$ cat src/rtl/seq_store_reg.sv
// seq_store_reg: sequence store for the game datapath.
// DEPTH words of WIDTH bits are appended at the tail and then replayed through
// a replay pointer. rd_data/rd_valid/at_end/full are combinational from the
// registered length and pointer. overflow/match/mismatch are registered pulses.
// Optional feature: define SEQ_STORE_COMPARE_EN to add the guess comparator
// (guess/guess_vld inputs, match/mismatch pulses, auto-advance on match).
module seq_store_reg #(
    parameter int WIDTH  = 2,
    parameter int DEPTH  = 32,
    parameter int ADDR_W = 5
) (
    input  logic              clk,
    input  logic              reset,
    input  logic              clear,
    input  logic              push,
    input  logic [WIDTH-1:0]  push_data,
    input  logic              rewind,
    input  logic              next,
`ifdef SEQ_STORE_COMPARE_EN
    input  logic [WIDTH-1:0]  guess,
    input  logic              guess_vld,
    output logic              match,
    output logic              mismatch,
`endif
    output logic [WIDTH-1:0]  rd_data,
    output logic              rd_valid,
    output logic              at_end,
    output logic [ADDR_W:0]   length,
    output logic              full,
    output logic              overflow
);

    localparam int LW = ADDR_W + 1;
    localparam logic [LW-1:0] DEPTH_L = LW'(DEPTH);

    logic [WIDTH-1:0] mem [DEPTH];
    logic [LW-1:0]    len_q;
    logic [LW-1:0]    rp_q;
    logic             wr_en;
    logic             step;

    // Read side: pointer below length means a live word; otherwise output zeros.
    assign rd_valid = (rp_q < len_q);
    assign at_end   = ~rd_valid;
    assign full     = (len_q == DEPTH_L);
    assign length   = len_q;
    assign rd_data  = rd_valid ? mem[rp_q[ADDR_W-1:0]] : '0;

    // A rejected push (store full) or a clear in the same cycle writes nothing.
    assign wr_en = push & ~full & ~clear;

`ifdef SEQ_STORE_COMPARE_EN
    logic cmp_hit;
    logic cmp_miss;

    // A guess against an exhausted sequence always counts as a mismatch.
    assign cmp_hit  = guess_vld & rd_valid & (guess == rd_data);
    assign cmp_miss = guess_vld & ~cmp_hit;
    // next and a matching guess together still move the pointer by one.
    assign step     = rd_valid & (next | cmp_hit);

    // Comparator result pulses, one cycle after the guess strobe.
    always_ff @(posedge clk or posedge reset) begin
        if (reset) begin
            match    <= 1'b0;
            mismatch <= 1'b0;
        end else begin
            match    <= cmp_hit;
            mismatch <= cmp_miss;
        end
    end
`else
    assign step = rd_valid & next;
`endif

    // Storage array: written only at the tail; clear leaves contents in place.
    always_ff @(posedge clk or posedge reset) begin
        if (reset) begin
            for (int i = 0; i < DEPTH; i++) mem[i] <= '0;
        end else if (wr_en) begin
            mem[len_q[ADDR_W-1:0]] <= push_data;
        end
    end

    // Length counter and overflow pulse; clear outranks push.
    always_ff @(posedge clk or posedge reset) begin
        if (reset) begin
            len_q    <= '0;
            overflow <= 1'b0;
        end else begin
            overflow <= push & full & ~clear;
            if (clear)      len_q <= '0;
            else if (wr_en) len_q <= len_q + 1'b1;
        end
    end

    // Replay pointer: clear > rewind > step; step is qualified on pre-edge length.
    always_ff @(posedge clk or posedge reset) begin
        if (reset) begin
            rp_q <= '0;
        end else if (clear | rewind) begin
            rp_q <= '0;
        end else if (step) begin
            rp_q <= rp_q + 1'b1;
        end
    end

endmodule

$ cat config.mk
export PLATFORM = sky130hd
export DESIGN_NAME = seq_store_reg
export DESIGN_NICKNAME = d
export VERILOG_FILES = /design/src/rtl/seq_store_reg.sv
export SDC_FILE = /design/constraint.sdc
export NUM_CORES = 1
export LEC_CHECK = 0
export ABC_AREA = 1
export CORE_UTILIZATION = 45
export CTS_BUF_LIST = sky130_fd_sc_hd__clkbuf_16
export DETAILED_ROUTE_END_ITERATION = 8
export SYNTH_ARGS = -nofsm -noshare
export SYNTH_HDL_FRONTEND = slang
export SYNTH_SLANG_ARGS = --single-unit
$ cat constraint.sdc
create_clock -name clk -period 4.63 [get_ports clk]
set_input_delay 0.6945 -clock clk [delete_from_list [all_inputs] [get_ports clk]]
set_output_delay 0.6945 -clock clk [all_outputs]
set_load 0.005 [all_outputs]
Yosys cells after proc, flatten, opt, wreduce, memory -nomap -nowiden
Index checks and enable logic that the tools add are counted.
Widths: inputs -> output; s select.
{ "totals": {"reg_bits": 77, "out_inout_bits": 12, "word_cells": 67} }
{ "classes": {"add_sub_neg": 2, "n_lt_le_gt_ge": 4, "eq_ne": 1, "n_mux": 11, "bitwise": 11, "n_reduce_logical": 3} }
{ "ops": {"columns": ["cell", "n"], "rows": [
  ["$bwmux 64", 1],
  ["$mux 6", 4],
  ["$add 6x1->6 const B", 2],
  ["$ge 6x6->1 const B", 2],
  ["$not 5->6", 2],
  ["$bmux 2 s5", 1],
  ["$demux 2 s5", 1],
  ["$mux 2", 4],
  ["$eq 6x6->1 const B", 1],
  ["$lt 6x1->1 const B", 1],
  ["$lt 6x6->1", 1],
  ["$and 1x1->1", 5],
  ["$reduce_bool 2->1", 2],
  ["$not 1->1", 3],
  ["$logic_and 1x1->1", 1],
  ["$or 1x1->1", 1]
]} }

Longest topological paths before layout
{ "logic_depth": {"word_depth": 6, "mapped_depth": 11, "mapped_depth_nobuf": 10} }

Worst setup path after synthesis
Ideal clock, no wire load.
{ "synth_timing": {"kind": "flip-flop to output port", "start": "register len_q[2], in the netlist length[2]", "end": "output port rd_data[0]", "t_arrival_ps": 1504, "setup_slack_ps": 2432, "stages_incl_launch_ff": 10, "cell_sequence": "dfrtp_1 inv_1 ha_1 nand2_1 nor2_1 o21ai_0 nand2_1 inv_1 nand2_1 nor2_1"} }
{ "synth_between": {"elab_chain_len": 2} }
{ "synth_rtl": {"columns": ["item", "line", "text"], "rows": [
  ["from (decl)", "37", "logic [LW-1:0] len_q;"],
  ["from (signal assigned)", "93", "else if (wr_en) len_q <= len_q + 1'b1;"],
  ["$lt 6x6->1", "43", "assign rd_valid = (rp_q < len_q);"],
  ["via rd_valid", "26", "output logic rd_valid,"],
  ["$mux 2", "47", "assign rd_data = rd_valid ? mem[rp_q[ADDR_W-1:0]] : '0;"],
  ["to (decl)", "25", "output logic [WIDTH-1:0] rd_data,"]
]} }
The timed path passes the listed nets, and every way through them passes these cells.

Worst setup path after layout
{ "layout_timing": {"start": "register rp_q[1]", "end": "output port rd_data[1]"} }
{ "layout_between": {"elab_chain_len": 5, "elab_cells_between_ends": 6, "cone_classes": "order compare (1); mux (4); bitwise (1)"} }
{ "layout_rtl": {"columns": ["item", "line", "text"], "rows": [
  ["from (decl)", "38", "logic [LW-1:0] rp_q;"],
  ["from (signal assigned)", "104", "rp_q <= rp_q + 1'b1;"],
  ["$not 5->6 (not written as such)", "47", null],
  ["$bmux 2 s5", "47", null],
  ["$mux 2 (not written as such) (2 in a row)", "47", null],
  ["$mux 2 (*)", "47", null]
]} }
Every way passes the cells marked *; elsewhere a longest branch is shown, timed or not. The select of a mux whose other input is x is not followed.

==> flow_metrics.py <==
metrics = {
    "critical_path": {
        "start_kind": "flop",
        "r2r_cells": 9,
        "regToRegSetupSlack_ps": 2460,
        "crit_buf_inv": 3,
        "worstPathMaxFanout": 21,
        "crit_type": "flop to primary output",
        "crit_path_max_incr_delay_ps": 500,
        "cp.required_ps": 3940,
        "crit_slowest_cell": "clkdlybuf4s50_1",
        "end_kind": "primary output",
        "crit_arrival_ps": 2660,
        "crit_chain": "buf_4, clkinv_1, nand3_1, nand3_1, nand3_1, nand2_1, nand2_1, nand2_1, nor2_1, clkdlybuf4s50_1",
        "crit_family": "buffers and inverters",
        "cp.depth": 10,
    },
    "cts": {
        "cts.hold.buffers_added": 0,
        "cts_tree": "yes",
        "post_cts_buffers": 0,
        "clk_pin_slew_ps": 60,
        "cts-root-buf": "clkbuf_16",
        "clk_path_buf_depth": 2,
        "cts_max_level": 3,
        "cts.repair.resized": 0,
        "clock_latency_ps": 330,
        "clock_sinks": 77,
        "cts_made_buffers": 9,
    },
    "power": {
        "p_leak_nw": 2.05,
        "vdd_drop_max_v": 0.000185,
        "p_per_area_mw_per_mm2": 343,
    },
    "layout": {
        "utilization": 0.542,
        "fin_area_mm2": 0.00454,
        "drive_gt1_frac": 0.0694,
        "synthToLayoutAreaGrowth_pct": 14.0,
        "nNetsFinal": 532,
        "antennaDiodeCount": 0,
    },
    "synthesis": {
        "synth_ff_type": "dfrtp_1",
        "ys_ff_latch": 77,
        "ys.warnings.count": 0,
        "syn_area_per_cell_um2": 7.98,
        "seq_area_frac_synth": 0.484,
        "synth_common_cells": "182 x nand2_1, 77 x dfrtp_1, 70 x nand3_1",
        "synth.most_common_cell": "nand2_1",
        "yosysTopAreaCell": "dfrtp_1",
        "async_reset_ff_frac": 1.00,
        "mappedNetlistNets": 517,
        "synth_top_area_share": 0.484,
        "synthTopCellsByArea": "dfrtp_1 48%, nand2_1 17%, nand3_1 8.8%",
        "syn-cell-area_mm2": 0.00398,
        "synth_cell_type_count": 28,
        "synth_edf_count": 0,
        "postSynthCellCount": 499,
    },
    "sta": {
        "period_needed_ps": 3350,
        "setup_violations": 0,
        "relSlewSlack": 0.269,
        "tightest_slew_ps": 1100,
        "fin_skew_ps": 6.62,
        "rsz0062_at_grt": "no",
        "fin_ws_ps": 1280,
        "drv_slew": 0,
        "hold_slack_ps": 489,
        "fin_setup_tns_ps": 0,
        "hold_viol_final": 0,
        "fmax_mhz": 298,
        "fin_crit_sh": 0.724,
    },
    "global_route": {
        "grt_overflow_total": 0,
        "antenna_found_initial": 0,
        "grt_pass1_wl_mm": 16.6,
        "grt_start_max_net_pins": 48,
        "grt_use_total": 0.244,
        "grt_pass1_vias": 3352,
    },
    "outcome": {
        "status": "finished, final reports clean",
    },
    "die": {
        "ioPinCount": 20,
        "fp.dieArea_mm2": 0.00923,
        "die_y_um": 96.1,
        "die_w_um": 96.1,
        "rows": 33,
        "initial_core_util": 0.475,
        "fp.coreArea_mm2": 0.00838,
    },
    "drt": {
        "drt_pass1_iterations": 5,
        "drt_iter0_drc": 266,
        "drc": 0,
        "via_per_inst": 5.45,
        "vias": 3399,
        "routed_wl_mm": 10.0,
        "ant_nets": 0,
        "wl_per_cell_um": 16.0,
    },
    "job": {
        "maxCapViolations": 0,
    },
    "placement": {
        "io_buffers": 19,
        "dpl_worst_slack_ps": 1630,
        "placed_cell_area_mm2": 0.00425,
        "gp_congestion": 0.834,
        "dpl.hpwl_mm": 6.61,
    },
    "worst_hold_path": {
        "worstHoldPathCells": 2,
        "hold_path_class": "flop to flop",
    },
}
==> layout by cell type, fill, tap and decap left out, types with 2 or more instances in the layout <==
cell             netlist  layout
nor2_1                10      10
buf_4                  1       4
ha_1                  10      10
nor2_8                 4       4
o21ai_1               36      36
nand3_1               70      70
nor3_2                 2       2
xor2_1                 4       4
nor3_1                 4       4
a21oi_1                6       6
nand2_2                3       3
clkinv_1               2       4
nand2_1              182     182
inv_1                 19      19
inv_2                  4       5
nor2_4                 2       2
clkbuf_16              0       9
nand3b_1               3       3
o21ai_0               35      35
dfrtp_1               77      77
o21a_1                 2       2
clkdlybuf4s50_1        0      19
==> power breakdown <==
group          total, W  internal (W)  switching, W
logic          0.000142     0.0000491     0.0000932
clock network  0.000696      0.000415      0.000281
registers      0.000721      0.000701     0.0000203
==> worst reg2reg max path, delay by kind of cell, from the launching register on <==
family	cells	cell delay (ps)
buffers and inverters	3	880
AND/OR/NAND/NOR	4	530
flip-flops	1	360
AO/OA/AOI/OAI	2	290
==> per-layer routing <==
metal / global-route usage / share of wire
met5: 0 / 0
met4: 0.0995 / 0.021
met3: 0.0316 / 0.047
met2: 0.408 / 0.48
met1: 0.318 / 0.45
==> path summary, 6_finish.rpt <==
kind	startpoint	end
min in group asynchronous	reset	mem[32]$_DFFE_PP0P_
min	mem[29]$_DFFE_PP0P_	mem[29]$_DFFE_PP0P_
max in group asynchronous	reset	mem[16]$_DFFE_PP0P_
min reg2reg	mem[29]$_DFFE_PP0P_	mem[29]$_DFFE_PP0P_
max reg2reg	rp_q[0]$_DFFE_PP0P_	rp_q[1]$_DFFE_PP0P_
max	rp_q[1]$_DFFE_PP0P_	rd_data[1]
==> metrics by stage <==
step	power [W]	std cells
after floorplan	0.000821	499
after global placement	0.000874	608
after detailed placement	0.000876	608
after CTS	0.00157	624
after global routing	0.00162	624
final	0.00156	624
==> flip-flops by register name (all words and copies together) (netlist names) <==
name and cells:
mem 64, length 6, overflow 1, rp_q 6
==> cell type report <==
| class | instances | area (um^2) |
|---|---|---|
| Timing Repair Buffer | 23 | 220 |
| Multi-Input combinational cell | 378 | 1880 |
| Inverter | 25 | 93.8 |
| Fill cell | 826 | 3840 |
| Clock buffer | 9 | 225 |
| Tap cell | 105 | 131 |
| Sequential cell | 77 | 1930 |
| Clock inverter | 7 | 66.3 |
==> cell families after synthesis <==
logic type               after synthesis  synth area share
AND/OR/NAND/NOR                      283             0.327
AO/OA/AOI/OAI                         81             0.104
flip-flops                            77             0.484
XOR/XNOR                               4           0.00879
buffers and inverters                 44            0.0449
adder cells (fa/ha/maj)               10            0.0314
(Power assumes the default switching activity.)
